## src/rtl/xm_mem_interface.sv

```systemverilog
`default_nettype none
// ============================================================================
// xm_mem_interface : req/ack memory bus engine with byte-lane steering and
//                    access timeout for the XMakina control plane.
// Revision: 1.0
// ============================================================================
module xm_mem_interface #(
   parameter int WORD    = 16,
   parameter int TIMEOUT = 64,
   parameter int CW      = 7
) (
   input  logic            clk_i,
   input  logic            arst_i,
   input  logic            memEn_i,
   input  logic            memRW_i,
   input  logic            byteOp_i,
   input  logic [WORD-1:0] addr_i,
   input  logic [WORD-1:0] wdata_i,
   output logic            memBusy_o,
   output logic            memWr_o,
   output logic [WORD-1:0] rdata_o,
   output logic            busErr_o,
   output logic            bus_req_o,
   output logic            bus_we_o,
   output logic [1:0]      bus_be_o,
   output logic [WORD-1:0] bus_addr_o,
   output logic [WORD-1:0] bus_wdata_o,
   input  logic [WORD-1:0] bus_rdata_i,
   input  logic            bus_ack_i
);

   localparam logic [1:0] IDLE = 2'd0;
   localparam logic [1:0] REQ  = 2'd1;
   localparam logic [1:0] DONE = 2'd2;

   localparam logic [CW-1:0] LAST_CNT = CW'(TIMEOUT - 1);

   logic [1:0]      state;
   logic            req_rw;
   logic            req_byte;
   logic [WORD-1:0] req_addr;
   logic [WORD-1:0] req_wdata;
   logic [CW-1:0]   cnt;
   logic            err;
   logic [WORD-1:0] rdata;

   logic            in_req;
   logic            in_done;
   logic [1:0]      be;
   logic [WORD-1:0] wdata_fmt;
   logic [WORD-1:0] rdata_sel;

   assign in_req  = (state == REQ);
   assign in_done = (state == DONE);

   always_comb begin
      be        = 2'b11;
      wdata_fmt = req_wdata;
      rdata_sel = bus_rdata_i;
      if (req_byte) begin
         be        = req_addr[0] ? 2'b10 : 2'b01;
         wdata_fmt = {req_wdata[7:0], req_wdata[7:0]};
         rdata_sel = {8'h00, (req_addr[0] ? bus_rdata_i[15:8] : bus_rdata_i[7:0])};
      end
   end

   always_ff @(posedge clk_i or negedge arst_i) begin
      if (!arst_i) begin
         state     <= IDLE;
         req_rw    <= 1'b0;
         req_byte  <= 1'b0;
         req_addr  <= '0;
         req_wdata <= '0;
         cnt       <= '0;
         err       <= 1'b0;
         rdata     <= '0;
      end else begin
         case (state)
            IDLE, DONE: begin
               if (memEn_i) begin
                  req_rw    <= memRW_i;
                  req_byte  <= byteOp_i;
                  req_addr  <= addr_i;
                  req_wdata <= wdata_i;
                  cnt       <= '0;
                  err       <= 1'b0;
                  state     <= REQ;
               end else begin
                  state     <= IDLE;
               end
            end
            REQ: begin
               // Ack takes priority over an expiring counter.
               if (bus_ack_i) begin
                  state <= DONE;
                  err   <= 1'b0;
                  if (!req_rw) rdata <= rdata_sel;
               end else if (cnt == LAST_CNT) begin
                  state <= DONE;
                  err   <= 1'b1;
                  if (!req_rw) rdata <= '0;
               end else begin
                  cnt   <= cnt + 1'b1;
               end
            end
            default: state <= IDLE;
         endcase
      end
   end

   // Bus outputs are only presented while the request is outstanding.
   assign bus_req_o   = in_req;
   assign bus_we_o    = in_req & req_rw;
   assign bus_be_o    = in_req ? be : 2'b00;
   assign bus_addr_o  = in_req ? {req_addr[WORD-1:1], 1'b0} : '0;
   assign bus_wdata_o = in_req ? wdata_fmt : '0;

   assign memBusy_o = in_req | (memEn_i & (state == IDLE || in_done));
   assign memWr_o   = in_done & ~req_rw & ~err;
   assign busErr_o  = in_done & err;
   assign rdata_o   = rdata;

endmodule
`default_nettype wire

```

## config.mk

```make
export PLATFORM = sky130hd
export DESIGN_NAME = xm_mem_interface
export DESIGN_NICKNAME = d
export VERILOG_FILES = /design/src/rtl/xm_mem_interface.sv
export SDC_FILE = /design/constraint.sdc
export NUM_CORES = 1
export LEC_CHECK = 0
export ABC_CLOCK_PERIOD_IN_PS = 1700
export CAP_MARGIN = 20
export CORE_MARGIN = 2
export CORE_UTILIZATION = 25
export CTS_CLUSTER_DIAMETER = 30
export DETAILED_ROUTE_END_ITERATION = 8
export HOLD_SLACK_MARGIN = 0.08
export PLACE_DENSITY = 0.58
export SLEW_MARGIN = 15
export SYNTH_ARGS = -nofsm -noshare
export SYNTH_HDL_FRONTEND = slang
export SYNTH_SLANG_ARGS = --single-unit
```

## constraint.sdc

```tcl
create_clock -name clk_i -period 1.7 [get_ports clk_i]
set_input_delay 0.425 -clock clk_i [delete_from_list [all_inputs] [get_ports clk_i]]
set_output_delay 0.425 -clock clk_i [all_outputs]
set_load 0.02 [all_outputs]
```

==> summary by stage, run 1 <==
Logic synthesis
The synthesized design contains 60 register bits. In this run the cell area of the synthesized design comes to 2790 um^2. The sequential cell area fraction in the yosys report is 0.538.

The most used flip-flop cell after synthesis is sky130_fd_sc_hd__dfrtp_1. The synthesized netlist net count is 340. The synthesized instance count is 285. The proportion of register bits with asynchronous set or reset after synthesis is 1.00. The synthesized netlist contains 37 unique library cells.

The average instance area after synthesis is 9.79 um^2. Yosys printed 0 warnings. The synthesized design contains 0 enable-type register cells.

Pwr
Dividing total power by cell area gives a power density of 1300 nW/um^2. IR analysis of the VDD net gives a maximum drop of 0.000534 V. The internal power is 4100 uW. The share of total power dissipated in combinational logic is 0.404. The share of total power in sequential cells is 0.337. The share of total power dissipated in the clock network is 0.260. The switching portion of total power is 0.337. The leakage power is 0.00228 uW. The switching power is 2090 uW.

Floorplan
For this configuration, the core starts out at a cell density of 0.257. During I/O placement, the number of pins put on the boundary was 109. The site row count is 38.

The floorplan step set the die height to 110 um. The floorplan step set the die width to 110 um. The core outline area is 10800 um^2. The floorplan die area is 12000 um^2.

Run
The number of max-cap violations is 0.

Worst setup path
The critical path is of the flop to output pin type. The most frequent cell on the critical path is sky130_fd_sc_hd__buf_6. For this design, the slowest cell found on the critical path is sky130_fd_sc_hd__dfrtp_1. The worst setup path is launched from a flop. The startpoint of the most critical setup path is state[1]. The kind of capture point of the worst setup path is an output pin. Data on the critical path arrives at its endpoint at 1.39 ns.

The largest single stage delay on the critical path is 0.38 ns. The worst reg2reg path startpoint is cnt[0]. Along the worst path, the maximum fanout reaches 7. The reg2reg setup slack is 0.11 ns. STA puts the critical path data required time at 1.27 ns.

Traced cell by cell, the critical path runs through nand2b_4 > buf_6 > buf_12 > a21oi_2 > buf_6.

Cells and area
Of the cells placed in the final design, the portion with a size suffix greater than 1 is 0.310. In the final layout, flip-flops and latches occupy 1500 um^2. In the final layout, the multi-input gates occupy 1380 um^2.

The final layout net count is 473. The number of antenna diodes in the final layout is 0. Leaving out fill and tap cells, the most frequent cells in the layout are sky130_fd_sc_hd__nand2_1, sky130_fd_sc_hd__dfrtp_1, sky130_fd_sc_hd__clkdlybuf4s50_1, sky130_fd_sc_hd__buf_6, sky130_fd_sc_hd__buf_4. The number of filler cells placed in the layout is 1079. The signed area change from the synthesized netlist to the final layout is 70.6%. The most common cell after layout, fill and taps aside is sky130_fd_sc_hd__nand2_1.

Route
The number of search-and-repair iterations in the first detailed-routing pass is 4. The detailed-route via count is 2467. The average routed wire per standard cell is 14.3 um. The post-detailed-route DRC marker count is 0. The number of routed nets with antenna violations is 0.

The iteration-0 DRC count of the detailed router is 109. The final wirelength is 8080 um. The post-detailed-route via-to-cell ratio is 4.38.

Clock network
The number of hold-repair buffers added at the cts stage is 0. TritonCTS built the clock tree. The number of buffers on the longest clock path is 2.

Clock-pin slew was measured on the worst setup and hold paths at 0.07 ns. Buffers inserted during clock tree synthesis total 9. The buffer type at the clock tree root is sky130_fd_sc_hd__clkbuf_8. The worst-skew pair later-pin latency is 0.33 ns. The H-tree depth is 3. The number of clock sinks seen by CTS is 60.

Timing
The clock tree skew after final layout is 0.00520 ns. Setup repair after global routing could not meet its margin everywhere. The total count of hold-check failures in the final report is 0. The setup TNS after final layout is -3.31 ns.

Timing would allow up to 549 MHz. The worst-case setup margin in the final layout is -0.120 ns. The number of max-slew violations in the final report came to 0. The portion of the clock cycle consumed by the worst path in the final layout is 1.07. The post-layout minimum cycle time is 1.82 ns. Setup violations remaining at the end of the flow were counted as 37. Across all hold checks on the routed design, the worst slack comes to 0.0957 ns.

Hold path
In this run the worst hold path is classified as input port to async pin.

Placement
The count of input and output buffers is 107. Detailed placement ended at an HPWL of 5270 um. The placer's final routability congestion estimate is 0.707.

Global route
The first-pass GRT wire length is 12800 um. The maximum number of pins on one net before global-route repair is 61. The total congestion overflow after global routing is 0.

The number of antenna violations at the first check in global routing is 0. The number of global-route vias before repair is 2598. For this run, the total global-route usage over all layers was measured as 0.139.

Status
The checks that failed: setup timing. The flow ran to the end, but the final reports show violations.
## path summary, 6_finish.rpt
check,end,depth (start not counted)
hold reg to reg,req_addr[9],2
hold / removal,req_rw,2
setup / recovery,bus_be_o[1],5
min in group clk_i,req_addr[9],2
max in group asynchronous,state[0],2
setup reg to reg,rdata_o[11],5
## timing repair
| action | CTS | global route |
|---|---|---|
| cloned | 2 | 1 |
| pin swaps | 3 | 4 |
| endpoints found under the setup margin | 54 | 46 |
| gates resized for setup | 249 | 54 |
| setup buffers | 3 | 2 |
## stage by stage
stage,instances,setup slack [ns],total power (uW),instance area [um^2],utilization
after detailed placement,539,-0.416,4350,4170,0.385
after CTS,560,-0.145,6000,4520,0.417
after global routing,563,-0.188,6560,4760,0.439
after global placement,539,-0.430,4330,4170,0.385
after floorplan,285,0.00343,3200,2790,-
final,563,-0.120,6180,4760,0.439
## cell type report
type                    count  area share
flip-flops and latches     60       0.316
repair buffers            136       0.301
multi-input cells         207       0.290
well taps                 140      0.0368
clock buffers              10      0.0289
clock inverters             6      0.0234
inverters                   4     0.00421
## synth_stat cells, types with 3 or more instances
cell                        instances  area, um^2
sky130_fd_sc_hd__a22o_2             3        30.0
sky130_fd_sc_hd__clkbuf_1           9        33.8
sky130_fd_sc_hd__a22o_1             6        52.6
sky130_fd_sc_hd__dfrtp_1           60        1500
sky130_fd_sc_hd__inv_1              3        11.3
sky130_fd_sc_hd__mux2i_1           18         180
sky130_fd_sc_hd__nor2_1            12        45.0
sky130_fd_sc_hd__nand2_1          104         390
sky130_fd_sc_hd__o2bb2ai_1         11        96.3
sky130_fd_sc_hd__and2_1            24         150
sky130_fd_sc_hd__a21oi_1            4        20.0
## power by group through the flow
stage / Combinational, uW / Clock [uW] / Sequential, uW
5_1_grt: 2710 / 1720 / 2130
2_1_floorplan: 913 / 0 / 2280
3_3_place_gp: 2250 / 0 / 2080
3_5_place_dp: 2260 / 0 / 2090
4_1_cts: 2280 / 1660 / 2060
6_report: 2500 / 1610 / 2080
## kinds of logic (layout without fill, tap and decap cells)
kind of cell | Yosys count | after routing | synth area share
XOR/XNOR | 3 | 3 | 0.00942
adder cells (fa/ha/maj) | 1 | 1 | 0.00449
buffers and inverters | 18 | 156 | 0.0292
AND/OR/NAND/NOR | 155 | 155 | 0.262
AO/OA/AOI/OAI | 29 | 29 | 0.0911
flip-flops | 60 | 60 | 0.538
other | 1 | 1 | 0.00134
multiplexers | 18 | 18 | 0.0646
## state kept, by name, summed over array words and instances (netlist names)
register   count
rdata_o       16
req_byte       1
req_rw         1
state          2
cnt            7
err            1
req_wdata     16
req_addr      16
## worst max-delay path: cells and delay by family (launching register included)
kind | cells | cell delay [ns]
AO/OA/AOI/OAI | 1 | 0.11
AND/OR/NAND/NOR | 1 | 0.16
flip-flops | 1 | 0.38
buffers and inverters | 3 | 0.40
## metal layers
| layer | GRT usage | vias up | wire length [um] |
|---|---|---|---|
| li1 | - | 1197 | - |
| met1 | 0.183 | 1187 | 3680 |
| met2 | 0.215 | 76 | 3730 |
| met3 | 0.0451 | 7 | 593 |
| met4 | 0.0488 | 0 | 76 |
| met5 | 0 | - | 0 |
(Power assumes the default switching activity.)
==> inputs of run 2 (changes only) <==
--- a/config.mk
+++ b/config.mk
@@ -5,14 +5,14 @@
 export SDC_FILE = /design/constraint.sdc
 export NUM_CORES = 1
 export LEC_CHECK = 0
-export ABC_CLOCK_PERIOD_IN_PS = 1700
+export ABC_AREA = 1
 export CAP_MARGIN = 20
 export CORE_MARGIN = 2
 export CORE_UTILIZATION = 25
 export CTS_CLUSTER_DIAMETER = 30
 export DETAILED_ROUTE_END_ITERATION = 8
 export HOLD_SLACK_MARGIN = 0.08
-export PLACE_DENSITY = 0.58
+export PLACE_DENSITY = 0.57
 export SLEW_MARGIN = 15
 export SYNTH_ARGS = -nofsm -noshare
 export SYNTH_HDL_FRONTEND = slang
==> run 2 against run 1 <==
  * The run still ends with setup timing left
  * Synthesized cell count is 35% higher
  * Clock power is 17% higher
  * Sequential share of layout area is 0.59 points higher
  * Wire length is 4.1% higher
  * Cell area is 1.9% lower
  * Highest routed layer unchanged
==> summary by stage, run 2 <==
Logic synthesis
The count of unique library cells instantiated by Yosys is 30. Yosys instantiated no cell more often than sky130_fd_sc_hd__nand2_1. The count of flip-flops with a built-in enable after synthesis is 0. The cell type contributing the most total cell area after synthesis is sky130_fd_sc_hd__dfrtp_1. Of the post-synthesis cell area, the dominant cell type holds 0.510. The flip-flop cell with the highest count after synthesis is sky130_fd_sc_hd__dfrtp_1.

The Yosys step of the flow raised 0 warnings. The synthesized netlist net count is 440. The proportion of register bits with asynchronous set or reset after synthesis is 1.00. Ranked by total cell area, the synthesized netlist is headed by sky130_fd_sc_hd__dfrtp_1, sky130_fd_sc_hd__nand2_1, sky130_fd_sc_hd__o21ai_0.

In this run the mean area of a mapped cell was 7.65 um^2. After synthesis, the most frequently instantiated cells are sky130_fd_sc_hd__nand2_1, sky130_fd_sc_hd__dfrtp_1, sky130_fd_sc_hd__nor2_1, sky130_fd_sc_hd__inv_1, sky130_fd_sc_hd__o21ai_0. In this run the cell area of the synthesized design comes to 2950 um^2. The synthesized instance count is 385. The sequential cell area fraction in the yosys report is 0.510. After synthesis the netlist holds a flip-flop and latch count of 60.

Worst setup path
The arrival time of data at the critical path endpoint is 1.32 ns. The kind of capture point of the worst setup path is an output pin. The master of the slowest instance on the critical path is sky130_fd_sc_hd__dfrtp_1. The start-to-end type of the worst setup path is flop to output pin.

The signal on the critical path passes through inv_2 > nand2_4 > buf_6 > a211oi_2 > buf_4. The worst setup path is launched from a flop. The maximum fanout along the worst path is 4. At the worst endpoint, the required time is 1.27 ns. In this design, the stage delay of the slowest critical-path cell is 0.39 ns.

Clock network
CTS placed an instance of sky130_fd_sc_hd__clkbuf_16 at the clock tree root. The clock passes through at most 2 buffers. The clock reaches the later pin of the worst-skew pair after 0.32 ns.

The clock-pin slew on the worst setup and hold paths is 0.05 ns. The number of hold-repair buffers added at the cts stage is 0. In this run the number of H-tree levels came out at 3. TritonCTS created 9 clock buffers. For this design, the sink count on the clock tree is 60. TritonCTS built the clock tree.

Floorplan
The die height is 113 um. The core outline area is 11500 um^2. For this configuration, the core starts out at a cell density of 0.257. After floorplanning, the core was divided into 39 placement rows.

The floorplan die width is 113 um. The number of top-level design ports is 109. The floorplan step defined a die boundary enclosing 12700 um^2.

Global route
The first global-routing pass estimated 13800 um of wire. The global-route usage over all layers is 0.137. The number of global-route vias before repair is 2800. The total congestion overflow after global routing is 0. Entering global routing, the biggest net connects 61 pins. The number of antenna violations at the first check in global routing is 0.

Timing
The post-layout minimum cycle time is 1.74 ns. The number of max-slew violations in the final report is 0. The portion of the clock cycle consumed by the worst path in the final layout is 1.03.

Setup repair after global routing could not meet its margin everywhere. Based on the critical path, the design can be clocked at up to 573 MHz. The clock arrives with 0.0113 ns of skew. The total count of hold-check failures in the final report came to 0. The worst-case setup margin in the final layout is -0.0442 ns.

The number of failing setup endpoints in the final timing report is 14.

Placement
The placer's final routability congestion estimate is 0.816. The placed instances occupy a cell area of 4310 um^2. The cell count after placement is 641. Detailed placement ended at an HPWL of 6170 um. Buffers placed on the I/O ports in this run total 107. The worst setup slack after placement is -0.440 ns.

Pwr
The leakage power is 0.00238 uW. The overall power of the completed layout is 5750 uW. The worst ir drop on vdd is 0.000487 V. The areal power density over the cells is 1230 nW/um^2.

Route
The detailed-route via count is 2818. After detailed routing, the number of remaining DRC violations is 0. In this run, the number of DRC markers left after iteration 0 of detailed routing was 123.

The average routed wire per standard cell is 12.7 um. The final wirelength is 8410 um. The pre-antenna-repair detailed-routing pass consisted of 4 iterations.

The number of routed nets with antenna violations is 0. The post-detailed-route via-to-cell ratio is 4.26.

Cells and area
Fill cells in the final layout number 1178. The footprint of the multi-input gates is 1230 um^2. The final layout net count is 568.

Relative to the synthesized area, the layout overhead comes to 58.5%. The sequential cell area is 1500 um^2. In the final layout, the share of cells above drive strength 1 is 0.226. The number of non-filler instances in the completed layout is 661. The number of antenna diodes in the final layout is 0. In the layout the commonest cells are sky130_fd_sc_hd__nand2_1, sky130_fd_sc_hd__dfrtp_1, sky130_fd_sc_hd__buf_4, sky130_fd_sc_hd__clkdlybuf4s50_1, sky130_fd_sc_hd__nor2_1.

The post-route cell area is 4670 um^2. The most common cell after layout, fill and taps aside is sky130_fd_sc_hd__nand2_1.

Hold path
The type of the most critical hold path is input port to async pin.

Status
The checks that failed: setup timing. The flow ran to the end, but the final reports show violations.

Run
Max-cap violations in this run came to 0.
[run 2: changes by cell type in the layout (fill, tap and decap cells not counted), sizes merged, moves of 5 or more]
cell | before | now
a21oi | 4 | 9
a22o | 9 | 0
and2 | 25 | 0
inv | 4 | 46
mux2i | 18 | 0
nand2 | 105 | 117
nand3 | 3 | 23
nor2 | 13 | 57
o21ai | 3 | 45
o2bb2ai | 11 | 0
[run 2: final timing paths]
check | start | endpoint | slack, ns | cells past startpoint
worst min-delay path | arst_i | req_addr[3] | 0.11 | 2
worst max-delay path | state[1] | bus_wdata_o[14] | -0.04 | 5
worst min register to register | rdata_o[1] | rdata_o[1] | 0.47 | 2
worst max register to register | state[1] | cnt[0] | 0.16 | 11
min in group clk_i | rdata_o[1] | rdata_o[1] | 0.47 | 2
max in group asynchronous | arst_i | cnt[6] | 1.33 | 2
[run 2: through the flow]
step	hold WS, ns	setup TNS (ns)	utilization
final	0.110	-0.220	0.407
after global placement	0.458	-7.54	0.376
after detailed placement	0.460	-7.72	0.376
after global routing	0.122	-2.89	0.407
after CTS	0.117	-3.18	0.394
after floorplan	0.129	0	-
[run 2: cell type report]
cell class              count  area share
well taps                 143      0.0383
multi-input cells         258       0.264
clock inverters             3     0.00938
clock buffers              13      0.0579
inverters                  48      0.0399
repair buffers            136       0.268
flip-flops and latches     60       0.322
[run 2: what timing repair did]
| item | CTS | global route |
|---|---|---|
| buffers inserted | 1 | 3 |
| setup endpoints to repair | 54 | 38 |
| pin swaps | 2 | 2 |
| hold endpoints to repair | 0 | 0 |
| resized for setup | 203 | 49 |
[run 2: where the power goes]
part | total, uW | internal, uW | switching [uW]
sequential | 1900 | 1740 | 158
clock | 1880 | 1250 | 625
combinational | 1970 | 833 | 1140
[run 2: per-layer routing]
metal  vias to the layer above  wire (um)  global-route usage
li1                       1441          -                   -
met1                      1303       3690               0.173
met2                        66       4240               0.228
met3                         8        362              0.0329
met4                         0        117              0.0488
met5                         -          0                   0
[run 2: kinds of logic after synthesis]
logic type,count (synthesis),synth area share
and+or+nand+nor,199,0.284
buffers and inverters,67,0.101
other,1,0.00127
adders and majority gates,1,0.00425
xor gates and xnor gates,1,0.00297
AOI/OAI and AO/OA,56,0.0969
DFF,60,0.510
[run 2: critical path, delay by kind of cell, from the launching register on]
family / cells / cell delay (ns)
AND/OR/NAND/NOR: 1 / 0.08
flip-flops: 1 / 0.39
buffers and inverters: 3 / 0.38
AO/OA/AOI/OAI: 1 / 0.16
==> inputs of run 3 (changes only) <==
--- a/config.mk
+++ b/config.mk
@@ -11,7 +11,7 @@
 export CORE_UTILIZATION = 25
 export CTS_CLUSTER_DIAMETER = 30
 export DETAILED_ROUTE_END_ITERATION = 8
-export HOLD_SLACK_MARGIN = 0.08
+export HOLD_SLACK_MARGIN = 0.02
 export PLACE_DENSITY = 0.57
 export SLEW_MARGIN = 15
 export SYNTH_ARGS = -nofsm -noshare
==> results of run 3 <==
Same layout as run 2: the final DEF is identical, and so are final timing and power.
